==> src/rtl/uart_digit_scheduler_pkg.sv <==
`default_nettype none
// ============================================================================
// Module      : uart_digit_scheduler_pkg
// Description : Shared constants for the multiplexed seven-segment scheduler:
//               scan FSM state encoding, blank code and glyph patterns.
// Revision    : 1.0 - initial release
// ============================================================================
package uart_digit_scheduler_pkg;

  // Scan FSM state encoding
  localparam logic [0:0] ST_SCAN  = 1'b0;
  localparam logic [0:0] ST_BLANK = 1'b1;

  // Digit value that turns every segment off
  localparam logic [7:0] BLANK_CODE = 8'hFF;

  // Active-low pattern with every segment dark
  localparam logic [6:0] SEG_OFF_N = 7'h7F;

  // Active-high glyphs, bit0=a .. bit6=g
  localparam logic [6:0] GLYPH_DASH = 7'h40;
  localparam logic [6:0] GLYPH_0    = 7'h3F;
  localparam logic [6:0] GLYPH_1    = 7'h06;
  localparam logic [6:0] GLYPH_2    = 7'h5B;
  localparam logic [6:0] GLYPH_3    = 7'h4F;
  localparam logic [6:0] GLYPH_4    = 7'h66;
  localparam logic [6:0] GLYPH_5    = 7'h6D;
  localparam logic [6:0] GLYPH_6    = 7'h7D;
  localparam logic [6:0] GLYPH_7    = 7'h07;
  localparam logic [6:0] GLYPH_8    = 7'h7F;
  localparam logic [6:0] GLYPH_9    = 7'h6F;

  // Larger of two integers, used to size the shared scan/blank counter
  function automatic int max_int(input int a, input int b);
    return (a > b) ? a : b;
  endfunction

endpackage
`default_nettype wire

==> src/rtl/uart_digit_scheduler_glyph.sv <==
`default_nettype none
// ============================================================================
// Module      : seg7_glyph_lut
// Description : Combinational digit-value to active-low segment lookup.
//               0..9 -> numeric glyph, 8'hFF -> dark, anything else -> dash.
// Revision    : 1.0 - initial release
// ============================================================================
module seg7_glyph_lut
  import uart_digit_scheduler_pkg::*;
(
  input  logic [7:0] code,
  output logic [6:0] seg_n
);

  // Map the stored byte to its inverted glyph; unknown values fall back to a dash
  always_comb begin
    seg_n = ~GLYPH_DASH;
    case (code)
      8'd0:       seg_n = ~GLYPH_0;
      8'd1:       seg_n = ~GLYPH_1;
      8'd2:       seg_n = ~GLYPH_2;
      8'd3:       seg_n = ~GLYPH_3;
      8'd4:       seg_n = ~GLYPH_4;
      8'd5:       seg_n = ~GLYPH_5;
      8'd6:       seg_n = ~GLYPH_6;
      8'd7:       seg_n = ~GLYPH_7;
      8'd8:       seg_n = ~GLYPH_8;
      8'd9:       seg_n = ~GLYPH_9;
      BLANK_CODE: seg_n = SEG_OFF_N;
      default:    seg_n = ~GLYPH_DASH;
    endcase
  end

endmodule
`default_nettype wire

==> src/rtl/uart_digit_scheduler.sv <==
`default_nettype none
// ============================================================================
// Module      : uart_digit_scheduler
// Description : Byte-stream driven multiplexed seven-segment display driver.
//               Incoming bytes shift into a digit store from the right; a
//               two-state scan FSM walks the digit positions with a blanking
//               gap between slots to suppress ghosting.
// Revision    : 1.0 - initial release
// ============================================================================
module uart_digit_scheduler
  import uart_digit_scheduler_pkg::*;
#(
  parameter int NUM_DIGITS   = 4,
  parameter int SCAN_CYCLES  = 50000,
  parameter int BLANK_CYCLES = 2
) (
  input  logic                  clk,
  input  logic                  rst,
  input  logic [7:0]            in_data,
  input  logic                  in_valid,
  output logic                  in_ready,
  input  logic                  clear,
  output logic [6:0]            seg_n,
  output logic [NUM_DIGITS-1:0] an_n
);

  // One counter serves both states, so it is sized for the longer of the two
  localparam int CNT_W  = $clog2(max_int(SCAN_CYCLES, BLANK_CYCLES));
  localparam int SLOT_W = $clog2(NUM_DIGITS);

  localparam logic [CNT_W-1:0]  SCAN_LAST  = CNT_W'(SCAN_CYCLES - 1);
  localparam logic [CNT_W-1:0]  BLANK_LAST = CNT_W'(BLANK_CYCLES - 1);
  localparam logic [SLOT_W-1:0] SLOT_LAST  = SLOT_W'(NUM_DIGITS - 1);

  logic [7:0]        digit [NUM_DIGITS];
  logic [0:0]        state;
  logic [CNT_W-1:0]  cnt;
  logic [SLOT_W-1:0] slot;
  logic              xfer;
  logic [6:0]        glyph_n;

  // Clear and reset both hold off the producer for that cycle
  assign in_ready = ~clear & ~rst;
  assign xfer     = in_valid & in_ready;

  // Digit store: clear/reset blank everything, a transfer shifts in at digit 0
  always_ff @(posedge clk) begin
    if (rst || clear) begin
      for (int k = 0; k < NUM_DIGITS; k++) begin
        digit[k] <= BLANK_CODE;
      end
    end else if (xfer) begin
      for (int k = NUM_DIGITS - 1; k >= 1; k--) begin
        digit[k] <= digit[k-1];
      end
      digit[0] <= in_data;
    end
  end

  // Scan FSM: reset parks in BLANK on the last slot so the first scan is slot 0
  always_ff @(posedge clk) begin
    if (rst) begin
      state <= ST_BLANK;
      cnt   <= '0;
      slot  <= SLOT_LAST;
    end else begin
      case (state)
        ST_SCAN: begin
          if (cnt == SCAN_LAST) begin
            state <= ST_BLANK;
            cnt   <= '0;
          end else begin
            cnt <= cnt + CNT_W'(1);
          end
        end
        default: begin
          if (cnt == BLANK_LAST) begin
            state <= ST_SCAN;
            cnt   <= '0;
            slot  <= (slot == SLOT_LAST) ? '0 : slot + SLOT_W'(1);
          end else begin
            cnt <= cnt + CNT_W'(1);
          end
        end
      endcase
    end
  end

  // Single shared decoder looks at whichever digit the FSM currently selects
  seg7_glyph_lut u_glyph (
    .code  (digit[slot]),
    .seg_n (glyph_n)
  );

  // Registered display outputs, one cycle behind the FSM
  always_ff @(posedge clk) begin
    if (rst) begin
      an_n  <= '1;
      seg_n <= SEG_OFF_N;
    end else if (state == ST_SCAN) begin
      an_n  <= ~(NUM_DIGITS'(1) << slot);
      seg_n <= glyph_n;
    end else begin
      an_n  <= '1;
      seg_n <= SEG_OFF_N;
    end
  end

endmodule
`default_nettype wire

==> config.mk <==
export PLATFORM = sky130hd
export DESIGN_NAME = uart_digit_scheduler
export DESIGN_NICKNAME = d
export VERILOG_FILES = /design/src/rtl/uart_digit_scheduler_pkg.sv /design/src/rtl/uart_digit_scheduler_glyph.sv /design/src/rtl/uart_digit_scheduler.sv
export SDC_FILE = /design/constraint.sdc
export NUM_CORES = 1
export LEC_CHECK = 0
export ABC_AREA = 1
export ABC_CLOCK_PERIOD_IN_PS = 5590
export BUFFER_PORTS_ARGS = -buffer_cell sky130_fd_sc_hd__buf_2
export CORE_ASPECT_RATIO = 1.1
export CORE_MARGIN = 2
export CORE_UTILIZATION = 45
export CTS_CLUSTER_SIZE = 30
export DETAILED_ROUTE_END_ITERATION = 12
export PLACE_DENSITY_LB_ADDON = 0.12
export SLEW_MARGIN = 10
export SYNTH_ARGS = -nofsm -noshare
export SYNTH_HDL_FRONTEND = slang
export SYNTH_HIERARCHICAL = 1
export SYNTH_SLANG_ARGS = --single-unit
export TNS_END_PERCENT = 100
==> constraint.sdc <==
create_clock -name clk -period 5.59 [get_ports clk]
set_input_delay 1.118 -clock clk [delete_from_list [all_inputs] [get_ports clk]]
set_output_delay 1.118 -clock clk [all_outputs]
set_load 0.02 [all_outputs]
======== Yosys cells after proc, flatten, opt, wreduce, memory -nomap -nowiden ========
Memory sizes are Yosys's and may differ from the RTL's. A register that Yosys moved wholly into a read port is not among the register bits.
Index checks and enable logic that the tools add are counted.
W data, S select, Z words.
cells by class
  add/sub/neg operators ................... 2
  equal/unequal tests ..................... 13
  shift operators ......................... 1
  muxes and demuxes ....................... 19
  bitwise gates (word level) .............. 9
  reductions and logical operators ........ 4
operator list
  cell                     number
  $pmux W7 S11             1
  $mux W16                 3
  $eq A8 B3 Y1 const B     4
  $mux W8                  4
  $add A16 B1 Y16 const B  1
  $eq A16 B1 Y1 const B    1
  $eq A16 B16 Y1 const B   1
  $eq A8 B2 Y1 const B     2
  $eq A8 B4 Y1 const B     2
  $eq A8 B1 Y1 const B     1
  $eq A8 B8 Y1 const B     1
  $logic_not A8 Y1         1
  $mux W1                  8
  $mux W2                  3
  $not A4 Y4               1
  $or A1 B1 Y1             4
  $shl A1 B2 Y4 const A    1
  $add A2 B1 Y2 const B    1
  $and A1 B1 Y1            2
  $eq A2 B2 Y1 const B     1
  $not A1 Y1               2
  $reduce_and A2 Y1        1
  $reduce_or A2 Y1         1
  $logic_or A1 B1 Y1       1
word-level totals
  register bits after elaboration ......... 30
  memory bits (writable) .................. 32
  input port bits ......................... 12
  word-level logic and storage cells ...... 54
  memories kept ........................... 1
memories
  memory  words  bits a word  read ports  clocked after memory_dff  write ports  RTL line                    RTL
  digit   4      8            4           1                         4            uart_digit_scheduler.sv:35  logic [7:0] digit [NUM_DIGITS];

======== Depth between registers and ports, before layout ========
  word-level depth ........................ 7
  depth in mapped cells ................... 16
  mapped depth without buffers ............ 14

======== Cells and area by module ========
Netlist, hierarchy kept.
modules (own cells, without submodules)
  module                times used  cells each  area an instance (sq um)  seq. area each (sq um)
  uart_digit_scheduler  1           328         2816.5                    1601.5
  seg7_glyph_lut        1           67          337.8                     0.0

======== Least setup slack after synthesis ========
OpenSTA, ideal clock, no wires.
  path kind ............................... in2reg
  start ................................... input rst
  end ..................................... memory digit[0][0], enable pin
  arrival time ............................ 2.264 ns
  required time ........................... 5.110 ns
  path slack .............................. 2.846 ns
  cell stages on the path ................. 3
  cells stage by stage .................... buf_2 nor2_1 nand2_1
RTL lines
  element      RTL line                    RTL
  from (decl)  uart_digit_scheduler.sv:18  input logic rst,
  to (decl)    uart_digit_scheduler.sv:35

======== Worst setup path after layout ========
  start ................................... input rst
  end ..................................... output in_ready
between the ends
  word-level cells in the longest chain between the ends .. 2
RTL lines
  element        RTL line                    RTL
  $not A1 Y1     uart_digit_scheduler.sv:43  assign in_ready = ~clear & ~rst;
  $and A1 B1 Y1  uart_digit_scheduler.sv:43
  to (decl)      uart_digit_scheduler.sv:21  output logic in_ready,
Every way passes these cells.

==> flow_summary.yaml <==
drt:
  wl_per_cell_um: 10.6
  dr.first_iter.drc_count: 159
  drcViolationCount: 0
  dr.pass1.iters: 4
  routed_wl_um: 5440
  postRouteAntennaNets: 0
  drt-vias-per-instance: 4.67
  vias: 2393
clock_network:
  numCtsBuffers: 9
  cts_resized: 0
  cts.path.max_buffers: 2
  root_buffer: "clkbuf_8"
  ctsHoldBuffers: 0
  postCtsSetupRepairBufs: 0
  htreeDepth: 3
  clock_latency_ns: 0.35
  cts_tree: "yes"
  clock-sinks: 64
  clk_pin_slew_ns: 0.07
power_and_ir_drop:
  intPower_mw: 0.852
  comb_power_share: 0.184
  swShare: 0.290
  power_density_mw_per_mm2: 335
  power.leakage_nw: 1.61
  p_clk_frac: 0.372
  pwr-share-seq: 0.443
  p_total_mw: 1.20
  switchingPower_mw: 0.348
  peakVddDrop_uv: 158
sta:
  min_period_ns: 2.73
  whs_ns: 0.478
  max_slew.worst_pin.slew_ns: 0.734
  slew_headroom: 0.505
  grt_setup_unrepaired: "no"
  slew_viol_final: 0
  finalHoldViolCount: 0
  min_period_over_period: 0.489
  max_freq_mhz: 366
  fin_skew_ns: 0.0128
  setup-violations-final: 0
  fin_tns_setup_ns: 0
  setup_ws_ns: 2.86
yosys:
  netlist_area_mm2: 0.00315
  synth_nets: 413
  ys_ff_latch: 64
  ys_types: 26
  syn-instance-count: 395
  yosysWarnings: 6
  syn_avg_cell_area_um2: 7.99
  yosysSeqAreaShare: 0.508
place:
  place_congestion: 0.788
  port_buffers: 23
  place_inst: 496
  dp_hpwl_um: 3780
  dp_worst_setup_slack_ns: 2.85
global_routing:
  grt_pass1_vias: 2256
  antenna_found_initial: 0
  grt_pass1_wl_um: 9810
  grt-ovfl-total: 0
  grt_start_max_net_pins: 33
  grt.total_usage: 0.159
min_path:
  min_path_cells: 1
  hold_path.class: "flop to flop"
die:
  rows: 32
  coreArea_mm2: 0.00689
  initial_utilization: 0.458
  dieArea_mm2: 0.00770
  die_h_um: 91.8
  io_pins: 24
  die_w_um: 83.8
setup_path:
  cp.required_ns: 4.47
  endpoint_kind: "output port"
  critPathLaunchType: "input pin"
  crit_arrival_ns: 1.62
  critical_path_class: "input pin to output port"
  reg2reg_depth: 12
  cp_max_fo: 10
final_layout:
  area_growth_pct: 13.5
  diodes: 0
  finalNonFillerCells: 512
  nFillCells: 705
  finalNetCount: 440
  drive_gt1_frac: 0.157
run:
  maxCapViolCount: 0
status:
  status: "finished clean"
-- final cells by class --
cell class | instances | area [µm²] | share of cell area
timing repair buffer | 25 | 130 | 0.0363
sequential | 64 | 1600 | 0.447
inverter | 65 | 244 | 0.0681
clock buffer | 16 | 234 | 0.0653
multi-input combinational | 257 | 1260 | 0.353
tap | 85 | 106 | 0.0297
-- cells in the mapped netlist --
cell	n	area [µm²]
o21ai_0	25	125
xnor2_1	2	17.5
nor2_4	4	45.0
buf_2	7	35.0
nor3_1	3	15.0
dfxtp_1	32	641
nor3_2	1	10.0
nand3_4	1	17.5
nand4_1	6	37.5
nand4_2	1	12.5
edfxtp_1	32	961
inv_1	62	233
nand3_1	13	65.1
nor2_1	55	206
ha_1	6	75.1
nand2_2	5	31.3
nand2_1	103	387
nand2_4	1	11.3
xor2_1	7	61.3
clkbuf_2	1	5.00
nand3_2	2	20.0
o21bai_1	2	15.0
inv_2	3	11.3
nor2_2	10	62.6
a21oi_1	10	50.1
clkbuf_1	1	3.75
-- cell families after synthesis --
group                    synth area share
AO/OA/AOI/OAI                      0.0603
buffers and inverters              0.0912
adder cells (fa/ha/maj)            0.0238
AND/OR/NAND/NOR                     0.292
XOR/XNOR                           0.0250
flip-flops                          0.508
-- metal layers --
metal	part of all wire	global-route usage
met2	0.44	0.252
met4	0.010	0.0685
met1	0.51	0.203
met3	0.044	0.0441
met5	0	0
-- worst max-delay path, cell delays in order --
cell and delay [ns]:
buf_2 0.17, nor2_1 0.14, buf_2 0.18
-- power by group through the flow --
| stage | combinational (mW) | clock, mW | sequential, mW |
|---|---|---|---|
| finish | 0.221 | 0.446 | 0.532 |
| global route | 0.261 | 0.471 | 0.536 |
| CTS | 0.225 | 0.455 | 0.532 |
| detailed placement | 0.224 | 0 | 0.543 |
| global placement | 0.222 | 0 | 0.542 |
| floorplan | 0.179 | 0 | 0.543 |
-- final timing paths --
kind / startpoint / to / slack (ns)
worst max-delay path: rst / in_ready / 2.86
worst min-delay path: cnt[0] / cnt[0] / 0.48
worst max register to register: flop / seg_n[0] / 3.19
worst min register to register: cnt[0] / cnt[0] / 0.48
-- registers in the layout, indices dropped and copies added (netlist names), named ones only --
register and flops:
an_n 4, state 1, slot 2, seg_n 7, cnt 16, digit 32
-- cell usage in the layout (no fill, tap or decap), types with 11 or more instances in the layout --
cell type	n
dfxtp_1	32
buf_2	23
o21ai_0	25
nor2_1	55
nand3_1	13
edfxtp_1	32
inv_1	62
nand2_1	103
clkbuf_8	11
-- metrics by stage --
step | cell area, µm² | utilization
2_1_floorplan | 3150 | -
3_3_place_gp | 3350 | 0.486
3_5_place_dp | 3350 | 0.486
5_1_grt | 3580 | 0.520
6_report | 3580 | 0.520
4_1_cts | 3580 | 0.520
Power figures use the tool's default switching activity.
